<file path="src/rtl/fea_pkg.sv">
// Shared definitions for the feature-buffer window controller: state
// encoding, default frame geometry and the counter widths derived from it.
package fea_pkg;

    typedef enum logic [2:0] {
        ST_IDLE  = 3'd0,
        ST_FILL  = 3'd1,
        ST_RUN   = 3'd2,
        ST_FLUSH = 3'd3,
        ST_DONE  = 3'd4
    } fea_state_e;

    localparam int ROW_DEF   = 240;
    localparam int COL_DEF   = 376;
    localparam int KSIZE_DEF = 11;

    localparam int ROW_W = $clog2(ROW_DEF);
    localparam int COL_W = $clog2(COL_DEF);

endpackage

</file>
<file path="src/rtl/fea_raster_cnt.sv">
// Raster position counter: column wraps at COLS-1 and bumps the row, the row
// wraps at ROWS-1. clr restarts at (0,0) and may coincide with adv, in which
// case the advancing pixel is taken as (0,0) and the counter lands on (0,1).
module fea_raster_cnt
    import fea_pkg::*;
#(
    parameter int ROWS = ROW_DEF,
    parameter int COLS = COL_DEF,
    parameter int RW   = ROW_W,
    parameter int CW   = COL_W
) (
    input  logic          clk,
    input  logic          rst_n,
    input  logic          clr,
    input  logic          adv,
    output logic [RW-1:0] row,
    output logic [CW-1:0] col,
    output logic          wrap
);

    localparam logic [RW-1:0] ROW_LAST = RW'(ROWS - 1);
    localparam logic [CW-1:0] COL_LAST = CW'(COLS - 1);

    logic [RW-1:0] row_q, row_d, row_base;
    logic [CW-1:0] col_q, col_d, col_base;

    // Next position: optional restart, then one raster step on adv.
    always_comb begin
        row_base = clr ? '0 : row_q;
        col_base = clr ? '0 : col_q;
        row_d    = row_base;
        col_d    = col_base;
        if (adv) begin
            if (col_base == COL_LAST) begin
                col_d = '0;
                row_d = (row_base == ROW_LAST) ? '0 : row_base + RW'(1);
            end else begin
                col_d = col_base + CW'(1);
            end
        end
    end

    // Position register.
    always_ff @(posedge clk or negedge rst_n) begin
        if (!rst_n) begin
            row_q <= '0;
            col_q <= '0;
        end else begin
            row_q <= row_d;
            col_q <= col_d;
        end
    end

    assign row  = row_q;
    assign col  = col_q;
    assign wrap = (row_q == ROW_LAST) && (col_q == COL_LAST);

endmodule

</file>
<file path="src/rtl/fea_window_ctrl.sv">
// Sequencer for the line-buffer chain: accepts the raster stream, drives the
// shared buffer advance, flags valid vertical windows with their coordinates
// and pads the bottom of the frame so every input row yields a window row.
//
// Handshakes: a beat transfers on a rising edge where valid and ready are both
// high. s_ready never depends on s_valid; win_valid, once high, holds with
// stable coordinates until m_ready is seen high.
module fea_window_ctrl
    import fea_pkg::*;
#(
    parameter int              WIDTH    = 8,
    parameter int              ROW      = ROW_DEF,
    parameter int              COL      = COL_DEF,
    parameter int              KSIZE    = KSIZE_DEF,
    parameter int              PAD_ROWS = 10,
    parameter logic [WIDTH-1:0] PAD_VAL = '0
) (
    input  logic                    clk,
    input  logic                    en,
    input  logic [WIDTH-1:0]        s_data,
    input  logic                    s_valid,
    input  logic                    s_sof,
    output logic                    s_ready,
    output logic                    buf_ce,
    output logic [WIDTH-1:0]        buf_din,
    input  logic                    m_ready,
    output logic                    win_valid,
    output logic [$clog2(ROW)-1:0]  win_row,
    output logic [$clog2(COL)-1:0]  win_col,
    output logic                    frame_done,
    output logic                    sof_err,
    output fea_state_e              dbg_state
);

    localparam int RW = $clog2(ROW);
    localparam int CW = $clog2(COL);

    localparam logic [CW-1:0] COL_LAST      = CW'(COL - 1);
    localparam logic [RW-1:0] FILL_LAST_ROW = RW'(KSIZE - 2);
    localparam logic [RW-1:0] PAD_LAST_ROW  = RW'((PAD_ROWS > 0) ? PAD_ROWS - 1 : 0);
    localparam logic          NO_PAD        = (PAD_ROWS == 0);

    fea_state_e    state_q, state_d;
    logic          live_q, live_d;
    logic          win_valid_q, win_valid_d;
    logic [RW-1:0] win_row_q, win_row_d;
    logic [CW-1:0] win_col_q, win_col_d;
    logic          last_sent_q, last_sent_d;
    logic          sof_err_q, sof_err_d;

    logic          ready, adv, win_load, pad_sel, in_clr, out_clr;
    logic [RW-1:0] in_row, out_row;
    logic [CW-1:0] in_col, out_col;
    logic          in_wrap, out_wrap, in_origin;

    // Input side: counts accepted pixels, then pad advances during flush.
    fea_raster_cnt #(.ROWS(ROW), .COLS(COL), .RW(RW), .CW(CW)) u_in_cnt (
        .clk   (clk),
        .rst_n (en),
        .clr   (in_clr),
        .adv   (adv),
        .row   (in_row),
        .col   (in_col),
        .wrap  (in_wrap)
    );

    // Output side: coordinate of the next window to be produced.
    fea_raster_cnt #(.ROWS(ROW), .COLS(COL), .RW(RW), .CW(CW)) u_out_cnt (
        .clk   (clk),
        .rst_n (en),
        .clr   (out_clr),
        .adv   (win_load),
        .row   (out_row),
        .col   (out_col),
        .wrap  (out_wrap)
    );

    assign in_origin = (in_row == '0) && (in_col == '0);

    // Next state, advance control and window output stage.
    always_comb begin
        state_d     = state_q;
        live_d      = 1'b1;
        win_valid_d = win_valid_q;
        win_row_d   = win_row_q;
        win_col_d   = win_col_q;
        last_sent_d = last_sent_q;
        sof_err_d   = 1'b0;
        ready       = 1'b0;
        adv         = 1'b0;
        win_load    = 1'b0;
        pad_sel     = 1'b0;
        in_clr      = 1'b0;
        out_clr     = 1'b0;

        unique case (state_q)
            ST_IDLE: begin
                // Ready is held low for the first cycle out of reset.
                ready = live_q;
                if (s_valid && ready && s_sof) begin
                    adv     = 1'b1;
                    in_clr  = 1'b1;
                    out_clr = 1'b1;
                    state_d = ST_FILL;
                end
            end
            ST_FILL, ST_RUN: begin
                ready = (state_q == ST_FILL) ? 1'b1 : (!win_valid_q || m_ready);
                if (s_valid && ready) begin
                    adv = 1'b1;
                    if (s_sof && !in_origin) begin
                        // Early start of frame: this pixel becomes (0,0).
                        sof_err_d   = 1'b1;
                        win_valid_d = 1'b0;
                        in_clr      = 1'b1;
                        out_clr     = 1'b1;
                        state_d     = ST_FILL;
                    end else if (state_q == ST_FILL) begin
                        if (in_row == FILL_LAST_ROW && in_col == COL_LAST) begin
                            state_d = ST_RUN;
                        end
                    end else begin
                        win_load = 1'b1;
                        if (in_wrap) begin
                            state_d     = ST_FLUSH;
                            last_sent_d = NO_PAD;
                        end
                    end
                end
            end
            ST_FLUSH: begin
                pad_sel = 1'b1;
                if (!last_sent_q) begin
                    if (!win_valid_q || m_ready) begin
                        adv      = 1'b1;
                        win_load = 1'b1;
                        // Stop at the pad count, and never run past the last
                        // window row even if PAD_ROWS is oversized.
                        if ((in_row == PAD_LAST_ROW && in_col == COL_LAST) || out_wrap) begin
                            last_sent_d = 1'b1;
                        end
                    end
                end else if (!win_valid_q || m_ready) begin
                    state_d = ST_DONE;
                end
            end
            ST_DONE: begin
                in_clr      = 1'b1;
                out_clr     = 1'b1;
                last_sent_d = 1'b0;
                state_d     = ST_IDLE;
            end
            default: begin
                state_d = ST_IDLE;
            end
        endcase

        if (win_load) begin
            win_valid_d = 1'b1;
            win_row_d   = out_row;
            win_col_d   = out_col;
        end else if (m_ready) begin
            win_valid_d = 1'b0;
        end
    end

    // State and output registers.
    always_ff @(posedge clk or negedge en) begin
        if (!en) begin
            state_q     <= ST_IDLE;
            live_q      <= 1'b0;
            win_valid_q <= 1'b0;
            win_row_q   <= '0;
            win_col_q   <= '0;
            last_sent_q <= 1'b0;
            sof_err_q   <= 1'b0;
        end else begin
            state_q     <= state_d;
            live_q      <= live_d;
            win_valid_q <= win_valid_d;
            win_row_q   <= win_row_d;
            win_col_q   <= win_col_d;
            last_sent_q <= last_sent_d;
            sof_err_q   <= sof_err_d;
        end
    end

    assign s_ready    = ready;
    assign buf_ce     = adv;
    assign buf_din    = adv ? (pad_sel ? PAD_VAL : s_data) : '0;
    assign win_valid  = win_valid_q;
    assign win_row    = win_row_q;
    assign win_col    = win_col_q;
    assign frame_done = (state_q == ST_DONE);
    assign sof_err    = sof_err_q;
    assign dbg_state  = state_q;

endmodule

</file>
<file path="config.mk">
export PLATFORM = sky130hd
export DESIGN_NAME = fea_window_ctrl
export DESIGN_NICKNAME = d
export VERILOG_FILES = /design/src/rtl/fea_pkg.sv /design/src/rtl/fea_raster_cnt.sv /design/src/rtl/fea_window_ctrl.sv
export SDC_FILE = /design/constraint.sdc
export NUM_CORES = 1
export LEC_CHECK = 0
export CORE_MARGIN = 1
export CORE_UTILIZATION = 41
export CTS_BUF_LIST = sky130_fd_sc_hd__clkbuf_8
export CTS_CLUSTER_DIAMETER = 100
export DETAILED_ROUTE_END_ITERATION = 10
export GPL_TIMING_DRIVEN = 0
export PLACE_DENSITY_LB_ADDON = 0.12
export SETUP_SLACK_MARGIN = 0.5
export SLEW_MARGIN = 15
export SYNTH_ARGS = -nofsm -noshare
export SYNTH_HDL_FRONTEND = slang
export SYNTH_SLANG_ARGS = --single-unit
</file>
<file path="constraint.sdc">
create_clock -name clk -period 4.3 [get_ports clk]
set_clock_uncertainty 0.15 [all_clocks]
set_input_delay 0.43 -clock clk [delete_from_list [all_inputs] [get_ports clk]]
set_output_delay 0.43 -clock clk [all_outputs]
set_load 0.02 [all_outputs]
</file>
---- Word-level counts from Yosys, hierarchy flattened ----
Index checks and enable logic that the tools add are counted.
operators by class
  add/sub/neg operators ................... 4
  equality and inequality tests ........... 22
  muxes and demuxes ....................... 54
  reductions and logical operators ........ 23
operator list
  cell                                            number
  two-way mux 8 bit                               10
  two-way mux 9 bit                               6
  == test 9 bit (second input constant)           4
  == test 8 bit (second input constant)           4
  two-way mux 1 bit                               24
  two-way mux 3 bit                               8
  adder 9 x 1 -> 9 bit (second input constant)    2
  adder 8 x 1 -> 8 bit (second input constant)    2
  != test 2 bit (second input constant)           7
  nonzero test 3 bit                              4
  zero test 9 bit                                 1
  case mux 1 bit (3 select lines)                 3
  case mux 3 bit (3 select lines)                 1
  == test 8 x 4 -> 1 bit (second input constant)  1
  logical AND 1 bit                               8
  zero test 8 bit                                 1
  != test 4 bit (second input constant)           2
  == test 3 x 2 -> 1 bit (second input constant)  2
  AND reduction 6 bit                             1
  AND reduction 5 bit                             1
  case mux 1 bit (2 select lines)                 2
  == test 3 x 1 -> 1 bit (second input constant)  1
  == test 3 bit (second input constant)           1
  zero test 3 bit                                 1
  4 further kinds                                 6
storage, ports and cells
  bits in registers ....................... 58
  input bits .............................. 13
  logic and storage cells ................. 114

---- Longest topological paths before layout ----
Gate-level depths: netlist of run 1.
  depth after elaboration ................. 12
  mapped depth ............................ 13
  depth with buffers taken out ............ 12

---- Modules after synthesis ----
A second synthesis of run 1 with hierarchy kept.
second synthesis, totals
  cell total of the unflattened synthesis .. 322
  area, all modules ....................... 3,323.2 um^2
modules (own cells, without submodules)
  module           times used  cells each  area an instance (um^2)  sequential area each (um^2)
  fea_raster_cnt   2           104         1,018.5                  425.4
  fea_window_ctrl  1           114         1,286.2                  600.6

---- Worst setup path after synthesis of run 1 ----
Ideal clock, no wire load.
  path kind ............................... reg-to-reg
  start ................................... register u_in_cnt.col_q[0], in the netlist u_in_cnt.col[0]
  end ..................................... register u_in_cnt.row_q[7], in the netlist u_in_cnt.row[7]
  library setup time ...................... 0.078 ns
  arrival time ............................ 3.028 ns
  data required time ...................... 4.072 ns
  path slack .............................. 1.044 ns
  stages on the path, launching flop included .. 13
  path buffers ............................ 1
  period minus slack after synthesis ...... 3.256 ns
  cells stage by stage .................... dfrtp_1 > nor4_1 > nand3_1 > o21a_1 > a21oi_2 > clkbuf_1 > and2_1 > ha_1 > nand2_1 > nor4_4 > nand2_4 > or4_1 > a21oi_1
on the way
  word-level cells in the longest chain between the ends .. 12
  elaborated cells between the ends (all ways) .. 15
RTL lines
  what                                                   line                    RTL
  from (decl)                                            fea_raster_cnt.sv:25    logic [CW-1:0] col_q, col_d, col_base;
  from (signal assigned)                                 fea_raster_cnt.sv:50    col_q <= col_d;
  zero test 9 bit                                        fea_window_ctrl.sv:78   assign in_origin = (in_row == '0) && (in_col == '0);
  logical AND 1 bit                                      fea_window_ctrl.sv:78
  zero test 1 bit                                        fea_window_ctrl.sv:111  if (s_sof && !in_origin) begin
  logical AND 1 bit                                      fea_window_ctrl.sv:111
  two-way mux 1 bit                                      fea_window_ctrl.sv:111
  two-way mux 1 bit                                      fea_window_ctrl.sv:109  if (s_valid && ready) begin
  case mux 1 bit (3 select lines)                        fea_window_ctrl.sv:96   unique case (state_q)
  two-way mux 8 bit                                      fea_raster_cnt.sv:29    row_base = clr ? '0 : row_q;
  adder 8 x 1 -> 8 bit or == test 8 bit (tied branches)  fea_raster_cnt.sv:36    row_d = (row_base == ROW_LAST) ? '0 : row_base + RW'(1);
  two-way mux 8 bit                                      fea_raster_cnt.sv:36
  two-way mux 8 bit                                      fea_raster_cnt.sv:34    if (col_base == COL_LAST) begin
  two-way mux 8 bit *                                    fea_raster_cnt.sv:33    if (adv) begin
  named net u_in_cnt.row_d[7]                            fea_raster_cnt.sv:24    logic [RW-1:0] row_q, row_d, row_base;
  to (signal assigned)                                   fea_raster_cnt.sv:49    row_q <= row_d;
  to (decl)                                              fea_raster_cnt.sv:24
Mark *: on every way through the listed nets, which the timed path passes. The rest lies on a longest branch.
A chain may end at the register's enable or synchronous reset.

---- Final worst setup path of run 1 ----
Same ends and word-level chain as after synthesis.

==> impl_metrics.ini, run 1 <==
[status]
status = complete, but fails checks
violations = negative hold slack

[place]
place_ws_ns = 0.2071
hpwl_um = 5395
port_buffers = 45
place_area_um2 = 3752
routabilityCongestion = 0.8625

[logic_synthesis]
synth_seq_cells = 58
synth_flop_cell = dfrtp_1
synth_cells = 379
yosysWarningCount = 0
ys_async_sr_fraction = 1.000
syn_nets = 396
synth.top_cells.by_area = dfrtp_1 46%, nand2_1 9.2%, nor2_1 4.4%, a21oi_1 3.8%, nand3_1 3.5%
yosysUniqueCellTypes = 51
ys_seq_area_frac = 0.4563
synth_edf_count = 0
yosys.area.top_type = dfrtp_1
avgSynthCellArea_um2 = 8.392
synth.cell_area_um2 = 3181
synth_top_area_share = 0.4563

[grt]
grt_overflow_total = 0
grt_pass1_vias = 2804
antenna_found_initial = 0
grt_pass1_wl_um = 13630
grt_start_max_net_pins = 59
track_usage = 0.2092

[drt]
route.vias.total = 2962
routedWlPerCell_um = 14.53
first_pass_iters = 5
ant_nets = 0
viasPerCell = 5.485
drc = 0
finalWirelength_um = 7848
drt_iter0_drc = 202

[setup_path]
worstReg2RegStart = u_in_cnt.col[0]$_DFF_PN0_
path_cells = nor4_2 > nand3_1 > o21a_1 > a21oi_4 > clkbuf_4 > and2_1 > ha_1 > nand2_1 > nor4_4 > nand2_4 > or4_1 > a21oi_1
endpoint_kind = flip-flop
r2r_end = u_in_cnt.row[7]$_DFF_PN0_
path_class = reg2reg
critPathMaxStageDelay_ns = 0.51
cp_num_cells = 12
ff2ff_setup_slack_ns = 0.76
cp_max_fo = 10
critPathRequiredTime_ns = 4.41
cp-endpoint = u_in_cnt.row[7]$_DFF_PN0_
cp_top_family = simple AND/OR/NAND/NOR gates
cp-startpoint = u_in_cnt.col[0]$_DFF_PN0_
cp-start-kind = flip-flop
slowest_stage = or4_1
reg2regPathDepth = 12
arrival_ns = 3.65
cp_num_buf_inv = 1

[clock_network]
cts_tree = done
clk_pin_slew_ns = 0.06
insertion_delay_ns = 0.35
cts.sinks = 58
cts_max_level = 3
root_buffer = clkbuf_8
clk_path_buf_depth = 2
cts_buffers = 9

[timing]
setup_viol = 0
hold_ws_ns = -0.001516
slew_violations = 0
worst_pin_slew_ns = 0.7266
min_period_ns = 3.541
setup-tns-final_ns = 0
hold_viol = 2
rsz0062_at_grt = no
min_period_over_period = 0.8235
fmax_mhz = 282.4
postLayoutSetupSlackWorst_ns = 0.7588
slew_headroom = 0.5156

[floorplanning]
pin_count = 46
die_x_um = 90.08
core-area_um2 = 7370
initial_utilization = 0.4316
dieArea_um2 = 8114
die_h_um = 90.08
core.rowCount = 31

[power]
p_leak_nw = 1.747
p_total_mw = 1.341
vdd_ir_drop_max_v = 0.0002868
powerDensity_nw_per_um2 = 334.0

[finish]
area_growth_pct = 26.28
nets = 453
num_antenna_cells = 0
final_cell_area_um2 = 4016
drive_above_1_share = 0.08844

[hold_path]
hp-class = in2async

[job]
max_cap_viol_count = 0
## worst min-delay path by stage
stage | from | to | slack, ns | depth (start not counted)
after floorplan | en | dbg_state[0]$_DFFE_PN0P_ | -0.02 | 0
after global placement | win_row[0]$_DFFE_PN0P_ | win_row[0]$_DFFE_PN0P_ | 0.30 | 2
after detailed placement | win_col[7]$_DFFE_PN0P_ | win_col[7]$_DFFE_PN0P_ | 0.31 | 2
after CTS | en | u_out_cnt.row[2]$_DFF_PN0_ | 0.02 | 1
after global routing | en | u_out_cnt.row[2]$_DFF_PN0_ | 0.07 | 1
final | en | dbg_state[0]$_DFFE_PN0P_ | -0.002 | 1
## cells in the final DEF, fill, tap and decap left out, types with 9 or more instances in the layout
master,Yosys,layout
nor2_1,37,37
a31oi_1,10,10
and2_1,10,10
and3_1,14,14
o21ai_0,20,20
clkbuf_1,12,10
dfrtp_1,58,58
nand3_1,22,22
clkdlybuf4s50_1,0,44
nor3_1,9,9
clkbuf_8,0,12
a21oi_1,24,24
nand2_1,78,78
## timing repair
action | CTS | global route
endpoints found under the setup margin | 7 | 12
setup buffers | 1 | 0
hold endpoints to repair | 0 | 0
gates resized for setup | 1 | 6
hold buffers | 0 | 0
pin swaps | 1 | 1
## power by group
part / internal [mW] / switching, mW / leakage [nW]
combinational: 0.0656 / 0.0992 / 0.831
clock: 0.373 / 0.218 / 0.119
sequential: 0.562 / 0.0235 / 0.797
## worst reg2reg max path: stages (launching register included)
cell      delay [ns]
dfrtp_1         0.43
nor4_2          0.30
nand3_1         0.18
o21a_1          0.29
a21oi_4         0.25
clkbuf_4        0.26
and2_1          0.15
ha_1            0.19
nand2_1         0.16
nor4_4          0.32
nand2_4         0.12
or4_1           0.51
a21oi_1         0.15
## flip-flops by register name, indices dropped and copies added (netlist names)
| name | flops |
|---|---|
| u_in_cnt.col | 9 |
| u_out_cnt.col | 9 |
| win_col | 9 |
| u_in_cnt.row | 8 |
| u_out_cnt.row | 8 |
| win_row | 8 |
| dbg_state | 3 |
| last_sent_q | 1 |
| live_q | 1 |
| sof_err | 1 |
| win_valid | 1 |
## cell type report
type,instances,area (um^2)
multi-input cells,301,1662
clock inverters,4,72.57
repair buffers,46,455.4
clock buffers,12,165.2
well taps,99,123.9
plain buffers,18,78.83
inverters,2,7.507
fillers,708,3353
flip-flops and latches,58,1451
## per-stage QoR
stage / util / std cells
2_1_floorplan: - / 379
3_3_place_gp: 0.5095 / 523
3_5_place_dp: 0.5092 / 523
4_1_cts: 0.5426 / 540
5_1_grt: 0.5450 / 540
6_report: 0.5450 / 540
## cells in the mapped netlist, drive strengths merged, types with 2 or more instances
library cell and count:
a211oi 2, a21o 2, a21oi 26, a31oi 10
a41oi 2, and2 10, and3 14, buf 6
clkbuf 12, dfrtp 58, ha 4, inv 2
mux2 2, mux2i 2, nand2 79, nand2b 3
nand3 22, nand3b 4, nand4 5, nand4b 2
nor2 37, nor2b 2, nor3 9, nor3b 2
nor4 5, o211ai 5, o21a 4, o21ai 22
o31ai 4, or2 2, or3 2, or4 5
xor2 4
## kinds of logic after synthesis
| group | share of synthesized area |
|---|---|
| flip-flops | 0.4563 |
| adder cells (fa/ha/maj) | 0.01574 |
| other | 0.001179 |
| buffers and inverters | 0.02556 |
| AO/OA/AOI/OAI | 0.1578 |
| multiplexers | 0.01338 |
| XOR/XNOR | 0.01377 |
| AND/OR/NAND/NOR | 0.3163 |
## per-layer routing
| metal | up-vias | GRT usage | part of all wire |
|---|---|---|---|
| met2 | 84 | 0.3270 | 0.47 |
| met5 | - | 0 | 0 |
| met1 | 1412 | 0.2834 | 0.47 |
| met4 | 0 | 0.07661 | 0.012 |
| li1 | 1456 | - | - |
| met3 | 10 | 0.04822 | 0.053 |
(Power assumes the default switching activity.)
==> inputs of run 2 (changes only) <==
==> constraint.sdc (replaced) <==
create_clock -name clk -period 3.6 [get_ports clk]
set_clock_uncertainty 0.15 [all_clocks]
set_input_delay 0.36 -clock clk [delete_from_list [all_inputs] [get_ports clk]]
set_output_delay 0.36 -clock clk [all_outputs]
set_load 0.02 [all_outputs]
==> impl_metrics.ini, run 2 (same netlist as run 1, synthesis figures left out) <==
[finish]
area_growth_pct = 36.31
multi_input_area_um2 = 1808
drive_above_1_share = 0.1840
mostFrequentLayoutCells = 77 x nand2_1, 53 x dfrtp_1, 43 x clkdlybuf4s50_1
nets = 474
seq_area_um2 = 1458
fill_cells = 653
fin_util = 0.5883
num_antenna_cells = 0
final_common_cell = nand2_1
fin_cells = 561

[setup_path]
ff2ff_setup_slack_ns = 0.49
r2r_end = u_in_cnt.row[7]$_DFF_PN0_
cp_num_buf_inv = 1
cp-start-kind = flip-flop
cp_max_fo = 7
endpoint_kind = flip-flop
reg2regPathDepth = 12
path_class = reg2reg
path_cells = nor4_4 > nand3_2 > o21a_4 > a21oi_4 > buf_8 > and2_4 > ha_4 > nand2_4 > nor4_4 > nand2_4 > or4_4 > a21oi_2
arrival_ns = 3.23
critPathRequiredTime_ns = 3.71
cp_top_family = simple AND/OR/NAND/NOR gates
critPathMaxStageDelay_ns = 0.44
worstReg2RegStart = u_in_cnt.row[0]$_DFF_PN0_
slowest_stage = dfrtp_2

[drt]
met3_length_um = 450
routedWlPerCell_um = 15.03
maxUsedRoutingLayer = met4
drt_iter0_drc = 201
dr_wl_met2_um = 3927
ant_nets = 0
first_pass_iters = 5
drc = 0
viasPerCell = 5.553
finalWirelength_um = 8433
wl_met1_um = 3926
route.vias.total = 3115

[clock_network]
clk_path_buf_depth = 2
clk_pin_slew_ns = 0.07
cts.sinks = 58
insertion_delay_ns = 0.34
root_buffer = clkbuf_8
cts_max_level = 3
cts_buffers = 9
cts_tree = done

[timing]
worst_pin_slew_ns = 0.7447
setup-tns-final_ns = 0
min_period_ns = 3.114
rsz0062_at_grt = yes
hold_viol = 0
setup_viol = 0
slew_headroom = 0.5035
slew_violations = 0
fmax_mhz = 321.1
min_period_over_period = 0.8651

[floorplanning]
die_h_um = 90.08
initial_utilization = 0.4316
core.rowCount = 31
dieArea_um2 = 8114
pin_count = 46
die_x_um = 90.08
core-area_um2 = 7370

[hold_path]
hold_path.startpoint = win_col[7]$_DFFE_PN0P_
hp-class = reg2reg
min_path_cells = 2
whs_endpoint = win_col[7]$_DFFE_PN0P_

[power]
p_total_mw = 1.695
p_leak_nw = 1.908
powerDensity_nw_per_um2 = 390.9
vdd_ir_drop_max_v = 0.0002932

[grt]
grt_pass1_wl_um = 13810
grt_overflow_total = 0
track_usage = 0.2132
antenna_found_initial = 0
grt_start_max_net_pins = 59
grt_pass1_vias = 2828

[status]
status = complete, no violations

[place]
routabilityCongestion = 0.8747
dp_cells = 523
hpwl_um = 5423
port_buffers = 45

[job]
max_cap_viol_count = 0
run 2: through the flow:
stage,instance area [um^2],hold slack (ns),worst slack (ns)
finish,4335,0.3184,0.4856
global route,4335,0.3477,0.3294
CTS,4078,0.3223,0.4597
detailed placement,3774,0.3048,-0.1299
global placement,3776,0.3009,-0.1151
floorplan,3202,-0.08559,0.4773
run 2: routing by layer:
| layer | track usage | vias to the layer above |
|---|---|---|
| met1 | 0.2957 | 1483 |
| met5 | 0 | - |
| li1 | - | 1501 |
| met2 | 0.3289 | 118 |
| met3 | 0.03723 | 13 |
| met4 | 0.08871 | 0 |
run 2: final cells by class:
type	instances	area share
well taps	99	0.02857
inverters	2	0.001732
repair buffers	67	0.1437
multi-input cells	301	0.4170
clock inverters	6	0.02049
flip-flops and latches	58	0.3362
plain buffers	18	0.02049
clock buffers	10	0.03175
run 2: worst max path at each step:
stage                              start                        end  slack, ns  depth (start not counted)
2_1_floorplan  u_in_cnt.col[7]$_DFF_PN0_  u_in_cnt.row[7]$_DFF_PN0_       0.48                         12
3_3_place_gp                     m_ready  u_in_cnt.row[7]$_DFF_PN0_      -0.12                         13
3_5_place_dp                     m_ready  u_in_cnt.row[7]$_DFF_PN0_      -0.13                         13
4_1_cts        u_in_cnt.col[6]$_DFF_PN0_  u_in_cnt.row[7]$_DFF_PN0_       0.46                         12
5_1_grt        u_in_cnt.row[0]$_DFF_PN0_  u_in_cnt.row[7]$_DFF_PN0_       0.33                         12
6_report       u_in_cnt.row[0]$_DFF_PN0_  u_in_cnt.row[7]$_DFF_PN0_       0.49                         12
run 2: worst min-delay path, delay by kind of cell (launching register included):
kind | cells | cell delay (ns)
flops | 1 | 0.35
simple gates | 2 | 0.10
run 2: what timing repair did:
item / 4_1_cts / 5_1_grt
hold buffers: 1 / 0
pin swaps: 4 / 11
cloned: 0 / 1
endpoints found under the hold margin: 58 / 0
setup endpoints to repair: 27 / 24
resized for setup: 7 / 38
buffers inserted: 5 / 15
run 2: power by group:
group | total [mW] | switching (mW) | internal (mW)
Sequential | 0.708 | 0.0353 | 0.673
Combinational | 0.296 | 0.149 | 0.147
Clock | 0.690 | 0.281 | 0.409
